==> config.mk <==
export PLATFORM = sky130hd
export DESIGN_NAME = ajc_alu_op_sequencer_flat
export DESIGN_NICKNAME = d
export VERILOG_FILES = /design/src/rtl/ajc_alu_op_sequencer_if.sv /design/src/rtl/ajc_alu_op_sequencer.sv /design/src/flat_wrapper.sv
export SDC_FILE = /design/constraint.sdc
export NUM_CORES = 1
export LEC_CHECK = 0
export ABC_AREA = 1
export CORE_AREA = 2 2 100 102
export CTS_CLUSTER_SIZE = 10
export DETAILED_ROUTE_END_ITERATION = 7
export DIE_AREA = 0 0 102 104
export PLACE_DENSITY = 0.82
export SLEW_MARGIN = 30
export SYNTH_ARGS = -nofsm -noshare
export SYNTH_HDL_FRONTEND = slang
export SYNTH_SLANG_ARGS = --single-unit
==> constraint.sdc <==
create_clock -name Clock -period 5.3 [get_ports Clock]
set_input_delay 0.53 -clock Clock [delete_from_list [all_inputs] [get_ports Clock]]
set_output_delay 0.53 -clock Clock [all_outputs]
set_load 0.01 [all_outputs]
==> src/rtl/ajc_alu_op_sequencer_if.sv <==
// ajc_alu_op_sequencer_if: command, load, debug-read and ALU-drive bundle for the op sequencer
interface ajc_alu_op_sequencer_if;
  logic       Cmd_Valid;
  logic       Cmd_Ready;
  logic [3:0] Cmd_Func;
  logic [1:0] Cmd_SrcX;
  logic [1:0] Cmd_SrcY;
  logic [1:0] Cmd_Dst;
  logic [1:0] Cmd_K;
  logic       Cmd_Cin;
  logic       Cmd_WrEn;
  logic       Ld_En;
  logic [1:0] Ld_Addr;
  logic [7:0] Ld_Data;
  logic [1:0] Rd_Addr;
  logic [7:0] Rd_Data;
  logic [3:0] Func_Sel;
  logic [7:0] Operand_X;
  logic [7:0] Operand_Y;
  logic [1:0] Const_K;
  logic       Cin;
  logic [7:0] ALU_Result;
  logic [3:0] ALU_CNVZ;
  logic [3:0] CNVZ;
  logic       Done;
  modport slave (
    input  Cmd_Valid, Cmd_Func, Cmd_SrcX, Cmd_SrcY, Cmd_Dst, Cmd_K, Cmd_Cin, Cmd_WrEn,
    input  Ld_En, Ld_Addr, Ld_Data, Rd_Addr, ALU_Result, ALU_CNVZ,
    output Cmd_Ready, Rd_Data, Func_Sel, Operand_X, Operand_Y, Const_K, Cin, CNVZ, Done
  );
  modport master (
    output Cmd_Valid, Cmd_Func, Cmd_SrcX, Cmd_SrcY, Cmd_Dst, Cmd_K, Cmd_Cin, Cmd_WrEn,
    output Ld_En, Ld_Addr, Ld_Data, Rd_Addr, ALU_Result, ALU_CNVZ,
    input  Cmd_Ready, Rd_Data, Func_Sel, Operand_X, Operand_Y, Const_K, Cin, CNVZ, Done
  );
endinterface

==> src/rtl/ajc_alu_op_sequencer.sv <==
// ajc_alu_op_sequencer: IDLE/READ/EXEC/WB ALU command sequencer with 4x8 register file; define AJC_SEQ_CARRY_CHAIN_EN to feed CNVZ[3] as carry-in
module ajc_alu_op_sequencer #(
  parameter logic [3:0] RESET_FLAGS = 4'b0000
) (
  input logic Clock,
  input logic Reset,
  ajc_alu_op_sequencer_if.slave bus
);
  typedef enum logic [1:0] {IDLE, READ, EXEC, WB} state_t;
  state_t state, state_nx;
  logic accept, cin_sel, c_cin, c_wr;
  logic [3:0] c_func, flags_q;
  logic [1:0] c_sx, c_sy, c_dst, c_k;
  logic [7:0] res_q;
  logic [7:0] regs [4];

  // state register
  always_ff @(posedge Clock or posedge Reset)
    if (Reset) state <= IDLE;
    else state <= state_nx;

  // next state plus handshake and retire outputs
  always_comb begin
    bus.Cmd_Ready = state == IDLE;
    bus.Done = state == WB;
    accept = bus.Cmd_Ready && bus.Cmd_Valid;
    state_nx = state == IDLE ? (accept ? READ : IDLE) : state == READ ? EXEC : state == EXEC ? WB : IDLE;
  end

`ifdef AJC_SEQ_CARRY_CHAIN_EN
  assign cin_sel = bus.CNVZ[3];
`else
  assign cin_sel = c_cin;
`endif

  // command latch, ALU drive on the READ edge, result capture at the end of EXEC
  always_ff @(posedge Clock or posedge Reset)
    if (Reset) begin
      {c_func, c_sx, c_sy, c_dst, c_k, c_cin, c_wr} <= '0;
      bus.Func_Sel <= '0;
      bus.Operand_X <= '0;
      bus.Operand_Y <= '0;
      bus.Const_K <= '0;
      bus.Cin <= 1'b0;
      res_q <= '0;
      flags_q <= '0;
    end else begin
      if (accept)
        {c_func, c_sx, c_sy, c_dst, c_k, c_cin, c_wr} <=
          {bus.Cmd_Func, bus.Cmd_SrcX, bus.Cmd_SrcY, bus.Cmd_Dst, bus.Cmd_K, bus.Cmd_Cin, bus.Cmd_WrEn};
      if (state == READ) begin
        bus.Func_Sel <= c_func;
        bus.Operand_X <= regs[c_sx];
        bus.Operand_Y <= regs[c_sy];
        bus.Const_K <= c_k;
        bus.Cin <= cin_sel;
      end
      if (state == EXEC) begin
        res_q <= bus.ALU_Result;
        flags_q <= bus.ALU_CNVZ;
      end
    end

  // register file and status: external loads only while idle, write-back and flags in WB
  always_ff @(posedge Clock or posedge Reset)
    if (Reset) begin
      regs <= '{default: '0};
      bus.CNVZ <= RESET_FLAGS;
    end else begin
      if (state == IDLE && bus.Ld_En) regs[bus.Ld_Addr] <= bus.Ld_Data;
      if (state == WB) begin
        if (c_wr) regs[c_dst] <= res_q;
        bus.CNVZ <= flags_q;
      end
    end

  assign bus.Rd_Data = regs[bus.Rd_Addr];
endmodule

==> src/flat_wrapper.sv <==
// flat-port wrapper written by rule: the top's interface ports become plain ports
module ajc_alu_op_sequencer_flat 
#(
  parameter logic [3:0] RESET_FLAGS = 4'b0000
)
  (Clock, Reset, bus_Cmd_Valid, bus_Cmd_Func, bus_Cmd_SrcX, bus_Cmd_SrcY, bus_Cmd_Dst, bus_Cmd_K, bus_Cmd_Cin, bus_Cmd_WrEn, bus_Ld_En, bus_Ld_Addr, bus_Ld_Data, bus_Rd_Addr, bus_ALU_Result, bus_ALU_CNVZ, bus_Cmd_Ready, bus_Rd_Data, bus_Func_Sel, bus_Operand_X, bus_Operand_Y, bus_Const_K, bus_Cin, bus_CNVZ, bus_Done);
  ajc_alu_op_sequencer_if bus_i ();
  input logic Clock;
  input logic Reset;
  input wire logic [$bits(bus_i.Cmd_Valid)-1:0] bus_Cmd_Valid;
  input wire logic [$bits(bus_i.Cmd_Func)-1:0] bus_Cmd_Func;
  input wire logic [$bits(bus_i.Cmd_SrcX)-1:0] bus_Cmd_SrcX;
  input wire logic [$bits(bus_i.Cmd_SrcY)-1:0] bus_Cmd_SrcY;
  input wire logic [$bits(bus_i.Cmd_Dst)-1:0] bus_Cmd_Dst;
  input wire logic [$bits(bus_i.Cmd_K)-1:0] bus_Cmd_K;
  input wire logic [$bits(bus_i.Cmd_Cin)-1:0] bus_Cmd_Cin;
  input wire logic [$bits(bus_i.Cmd_WrEn)-1:0] bus_Cmd_WrEn;
  input wire logic [$bits(bus_i.Ld_En)-1:0] bus_Ld_En;
  input wire logic [$bits(bus_i.Ld_Addr)-1:0] bus_Ld_Addr;
  input wire logic [$bits(bus_i.Ld_Data)-1:0] bus_Ld_Data;
  input wire logic [$bits(bus_i.Rd_Addr)-1:0] bus_Rd_Addr;
  input wire logic [$bits(bus_i.ALU_Result)-1:0] bus_ALU_Result;
  input wire logic [$bits(bus_i.ALU_CNVZ)-1:0] bus_ALU_CNVZ;
  output wire logic [$bits(bus_i.Cmd_Ready)-1:0] bus_Cmd_Ready;
  output wire logic [$bits(bus_i.Rd_Data)-1:0] bus_Rd_Data;
  output wire logic [$bits(bus_i.Func_Sel)-1:0] bus_Func_Sel;
  output wire logic [$bits(bus_i.Operand_X)-1:0] bus_Operand_X;
  output wire logic [$bits(bus_i.Operand_Y)-1:0] bus_Operand_Y;
  output wire logic [$bits(bus_i.Const_K)-1:0] bus_Const_K;
  output wire logic [$bits(bus_i.Cin)-1:0] bus_Cin;
  output wire logic [$bits(bus_i.CNVZ)-1:0] bus_CNVZ;
  output wire logic [$bits(bus_i.Done)-1:0] bus_Done;
  assign bus_i.Cmd_Valid = bus_Cmd_Valid;
  assign bus_i.Cmd_Func = bus_Cmd_Func;
  assign bus_i.Cmd_SrcX = bus_Cmd_SrcX;
  assign bus_i.Cmd_SrcY = bus_Cmd_SrcY;
  assign bus_i.Cmd_Dst = bus_Cmd_Dst;
  assign bus_i.Cmd_K = bus_Cmd_K;
  assign bus_i.Cmd_Cin = bus_Cmd_Cin;
  assign bus_i.Cmd_WrEn = bus_Cmd_WrEn;
  assign bus_i.Ld_En = bus_Ld_En;
  assign bus_i.Ld_Addr = bus_Ld_Addr;
  assign bus_i.Ld_Data = bus_Ld_Data;
  assign bus_i.Rd_Addr = bus_Rd_Addr;
  assign bus_i.ALU_Result = bus_ALU_Result;
  assign bus_i.ALU_CNVZ = bus_ALU_CNVZ;
  assign bus_Cmd_Ready = bus_i.Cmd_Ready;
  assign bus_Rd_Data = bus_i.Rd_Data;
  assign bus_Func_Sel = bus_i.Func_Sel;
  assign bus_Operand_X = bus_i.Operand_X;
  assign bus_Operand_Y = bus_i.Operand_Y;
  assign bus_Const_K = bus_i.Const_K;
  assign bus_Cin = bus_i.Cin;
  assign bus_CNVZ = bus_i.CNVZ;
  assign bus_Done = bus_i.Done;
  ajc_alu_op_sequencer #(.RESET_FLAGS(RESET_FLAGS)) u_core (.Clock(Clock), .Reset(Reset), .bus(bus_i));
endmodule
==> impl_metrics.ini, run 1 <==
[detailed_routing]
route.detailed.drc = 0
avgRoutedWirePerCell_um = 14.1
ant_nets = 0
num_vias = 4250
wirelength_um = 11700
dr.pass1.iters = 5
drt_iter0_drc = 322
vias_per_cell = 5.13

[clocking]
numClockSinks = 87
htreeDepth = 3
clock_path_buffers = 2
insertion_delay_ns = 0.37
ctsHoldBuffers = 0
cts_tree = built
cts.repair.resized = 0
post_cts_buffers = 0
numCtsBuffers = 9
path_clk_slew_ns = 0.10
cts-root-buf = clkbuf_8

[sta]
min_period_over_period = 0.531
hold_viol_final = 0
rsz0062_at_grt = false
fin_tns_setup_ns = 0
relSlewSlack = 0.431
max_freq_ghz = 0.355
finClkSkew_ns = 0.0144
slew_viol_final = 0
setup_viol = 0
worst_slew_pin_slew_ns = 0.853
min_period_ns = 2.81

[status]
outcome = completed

[grt]
grt_pass1_wl_um = 19500
use_met1 = 0.316
use_met2 = 0.367
antenna_found_initial = 0
grt.overflow.total = 0
grt_max_degree = 50
grt_pass1_vias = 3977
top_usage_layer = met2
grtUsageMet3 = 0.0383
grt_usage = 0.231

[placement]
globalplace.congestion = 0.905
numPortBuffers = 78
hpwl_um = 8760

[floorplan]
core_um2 = 9550
die_w_um = 102
num_rows = 36
die_height_um = 104
dieArea_um2 = 10600
top_level_ports = 79
floorplan.initialDensity = 0.490

[worst_setup_path]
cp-start-kind = input port
cp.arrival_ns = 2.28
cp-end-kind = primary output
crit_type = in2out
cp_max_fo = 16
critPathRequiredTime_ns = 4.77

[yosys]
synth_warnings = 0
synth_area_leaders = dfrtp_1 46%, nand2_1 22%, nand3_1 10%
synthCells = 623
ys_seq_elements = 87
ys_seq_area_frac = 0.465
synth_top_area_frac = 0.465
syn_avg_cell_area_um2 = 7.52
synth.net_count = 670
synth_top_area_cell = dfrtp_1
netlist_area_um2 = 4680
yosysUniqueCellTypes = 22

[cells_and_area]
diodes = 0
fill_cells = 865
fin_util = 0.599
layout.cells.most_common = nand2_1
area_delta_synth_final_pct = 22.1
fin_nets = 737
final_cell_mix = 275 x nand2_1, 96 x nand3_1, 87 x dfrtp_1
multi_input_area_um2 = 2140
seq_area_um2 = 2180
drive_above_1_share = 0.0820

[pwr]
p_leak_nw = 2.93
power_density_nw_per_um2 = 582
peakVddDrop_mv = 0.271

[run]
cap_violations = 0

[min_path]
hold_path.class = reg2reg
## cell usage after synthesis (all sizes together)
library cell  number
a21oi             13
mux2              17
nand3             96
dfrtp             87
o211ai             8
inv               60
clkinv             4
o21ai             17
ha                 5
nand2            281
nor2              12
clkbuf             7
buf               16
## cell families (layout without fill, tap and decap cells)
| kind of cell | Yosys count | after routing | synth area share |
|---|---|---|---|
| adders and majority gates | 5 | 5 | 0.0134 |
| muxes | 17 | 17 | 0.0409 |
| buffers and inverters | 87 | 159 | 0.0772 |
| AOI/OAI and AO/OA | 38 | 38 | 0.0449 |
| and+or+nand+nor | 389 | 389 | 0.359 |
| DFF | 87 | 87 | 0.465 |
## where the power goes
part	internal [mW]	switching (mW)	total, mW
clock network	0.223	0.258	0.481
logic	0.668	0.923	1.59
registers	0.999	0.260	1.26
## registers in the layout (all words and copies together) (netlist names), 4 cells and up
name,cells
u_core.regs,32
u_core.bus.Func_Sel,4
u_core.c_func,4
u_core.flags_q,4
u_core.bus.Operand_X,8
u_core.bus.CNVZ,4
u_core.res_q,8
u_core.bus.Operand_Y,8
## metrics by stage
step           worst slack, ns  cells  area, µm²  power [mW]  hold slack (ns)
2_1_floorplan             2.52    623       4680        2.28            0.443
3_3_place_gp              2.36    812       5520        2.80            0.453
3_5_place_dp              2.24    812       5520        2.85            0.455
4_1_cts                   2.24    828       5720        3.34            0.463
5_1_grt                   2.38    828       5720        3.61            0.498
6_report                  2.49    828       5720        3.33            0.471
## worst paths after layout
kind / from / end / slack (ns) / cells after the start
max in group asynchronous: Reset / u_core.bus.Operand_Y[4] / 3.70 / 3
min in group asynchronous: Reset / u_core.flags_q[0] / 0.56 / 2
worst max register to register: u_core.state[1] / u_core.bus.Operand_Y[5] / 3.15 / 5
worst min-delay path: u_core.c_func[0] / u_core.bus.Func_Sel[0] / 0.47 / 2
worst max-delay path: bus_Rd_Addr[1] / bus_Rd_Data[6] / 2.49 / 5
worst min register to register: u_core.c_func[0] / u_core.bus.Func_Sel[0] / 0.47 / 2
## cell type report
cell class	instances	share of cell area
Timing Repair Buffer	79	0.137
Clock buffer	9	0.0217
Clock inverter	7	0.0136
Sequential cell	87	0.381
Tap cell	133	0.0291
Inverter	64	0.0431
Multi-Input combinational cell	449	0.375
## per-layer routing
| layer | part of all wire | wire [µm] | up-vias |
|---|---|---|---|
| li1 | - | - | 2097 |
| met1 | 0.44 | 5140 | 1955 |
| met2 | 0.47 | 5500 | 180 |
| met3 | 0.069 | 810 | 18 |
| met4 | 0.017 | 204 | 0 |
| met5 | 0 | 0 | - |
## worst max-delay path: stages
cell and delay, ns:
clkdlybuf4s50_1 0.73, a21oi_1 0.24, o21ai_0 0.12, nand2_1 0.10, clkdlybuf4s50_1 0.56
Power figures use the tool's default switching activity.
==> inputs of run 2 (changes only) <==
==> constraint.sdc (replaced) <==
create_clock -name Clock -period 2.6 [get_ports Clock]
set_input_delay 0.26 -clock Clock [delete_from_list [all_inputs] [get_ports Clock]]
set_output_delay 0.26 -clock Clock [all_outputs]
set_load 0.01 [all_outputs]
==> run 2 against run 1 <==
  * Combinational power rose by 110%
  * Flip-flop and latch count unchanged
  * Worst hold slack lost 0.16 ns
  * Sequential share of layout area fell by 0.22 points
  * Core utilization increased by 0.35 points
==> impl_metrics.ini, run 2 (same netlist as run 1, synthesis figures left out) <==
[clocking]
cts_tree = built
htreeDepth = 3
cts-root-buf = clkbuf_8
ctsHoldBuffers = 0
numClockSinks = 87
path_clk_slew_ns = 0.09
post_cts_buffers = 0
cts.repair.resized = 0
numCtsBuffers = 9
insertion_delay_ns = 0.36
clock_path_buffers = 2

[grt]
grt_usage = 0.235
grt.overflow.total = 0
grtUsageMet3 = 0.0444
use_met1 = 0.311
grt_pass1_vias = 4187
grt_pass1_wl_um = 20000
grt_max_degree = 47
antenna_found_initial = 0
top_usage_layer = met2
use_met2 = 0.386

[sta]
fin_tns_setup_ns = 0
worst_slew_pin_slew_ns = 0.735
max_freq_ghz = 0.441
finClkSkew_ns = 0.0139
rsz0062_at_grt = false
min_period_ns = 2.27
hold_viol_final = 0
fin_ws_ns = 0.330
holdWs_ns = 0.308
setup_viol = 0
min_period_over_period = 0.873
relSlewSlack = 0.509
slew_viol_final = 0

[worst_setup_path]
cp_max_fo = 16
crit_type = in2out
cp.arrival_ns = 2.01
reg2reg_depth = 4
cp-end-kind = primary output
critPathRequiredTime_ns = 2.34
cp-start-kind = input port

[pwr]
p_leak_nw = 2.94
power_density_nw_per_um2 = 1190
p_total_mw = 6.84
peakVddDrop_mv = 0.466

[detailed_routing]
wirelength_um = 11900
avgRoutedWirePerCell_um = 14.3
dr.pass1.iters = 6
vias_per_cell = 5.21
ant_nets = 0
num_vias = 4324
route.detailed.drc = 0
drt_iter0_drc = 308

[cells_and_area]
final_cell_mix = 275 x nand2_1, 96 x nand3_1, 87 x dfrtp_1
layout.cells.most_common = nand2_1
diodes = 0
largest_register_ffs = 32
stdcell_count = 830
largest-register = u_core.regs
fin_util = 0.602
fin_area_um2 = 5750
area_delta_synth_final_pct = 22.8
drive_above_1_share = 0.0832
fin_nets = 739

[floorplan]
top_level_ports = 79
dieArea_um2 = 10600
floorplan.initialDensity = 0.490
num_rows = 36
core_um2 = 9550
die_w_um = 102
die_height_um = 104

[placement]
numPortBuffers = 78
placed_area_um2 = 5550
place_ws_ns = 0.373
hpwl_um = 8990
post-place-cells = 814
globalplace.congestion = 0.898

[run]
cap_violations = 0

[status]
outcome = completed

[min_path]
hold_path.class = in2async
-- run 2: cell types whose count changed in the layout (fill, tap and decap cells not counted), sizes merged --
cell           before  now
buf                 2    3
clkdlybuf4s50      77   78
clkinv              7    6
clkinvlp            1    2
-- run 2: worst paths after layout --
path | endpoint | startpoint | slack, ns
worst max-delay path | bus_Rd_Data[6] | bus_Rd_Addr[1] | 0.33
worst min-delay path | u_core.state[1] | Reset | 0.31
worst max register to register | u_core.c_func[0] | u_core.state[0] | 0.79
worst min register to register | u_core.bus.Const_K[1] | u_core.c_k[1] | 0.48
max in group asynchronous | u_core.regs[29] | Reset | 1.62
min in group Clock | u_core.flags_q[0] | bus_ALU_CNVZ[0] | 0.46
-- run 2: layout make-up --
class | instances | area, µm²
Clock buffer | 9 | 124
Timing Repair Buffer | 81 | 816
Multi-Input combinational cell | 449 | 2140
Fill cell | 889 | 3800
Inverter | 64 | 246
Tap cell | 133 | 166
Clock inverter | 7 | 78.8
Sequential cell | 87 | 2180
-- run 2: power breakdown --
group | switching, mW | leakage, nW | total, mW | internal [mW]
sequential | 0.533 | 1.02 | 2.57 | 2.04
combinational | 1.91 | 1.83 | 3.28 | 1.37
clock | 0.532 | 0.0982 | 0.988 | 0.456
total | 2.98 | 2.94 | 6.84 | 3.86
-- run 2: worst max-delay path, stage by stage --
cell and delay, ns:
clkdlybuf4s50_1 0.71, a21oi_1 0.27, o21ai_0 0.12, nand2_1 0.09, clkdlybuf4s50_1 0.56
-- run 2: routing by layer --
metal / wire [µm] / share of wire
met3: 897 / 0.075
met4: 258 / 0.022
met2: 5640 / 0.47
met5: 0 / 0
met1: 5110 / 0.43
==> inputs of run 3 (changes only) <==
--- a/config.mk
+++ b/config.mk
@@ -11,6 +11,7 @@
 export DETAILED_ROUTE_END_ITERATION = 7
 export DIE_AREA = 0 0 102 104
 export PLACE_DENSITY = 0.82
+export SKIP_CTS_REPAIR_TIMING = 1
 export SLEW_MARGIN = 30
 export SYNTH_ARGS = -nofsm -noshare
 export SYNTH_HDL_FRONTEND = slang
==> results of run 3 <==
The final DEF is identical to that of run 2; final timing and power are the same.
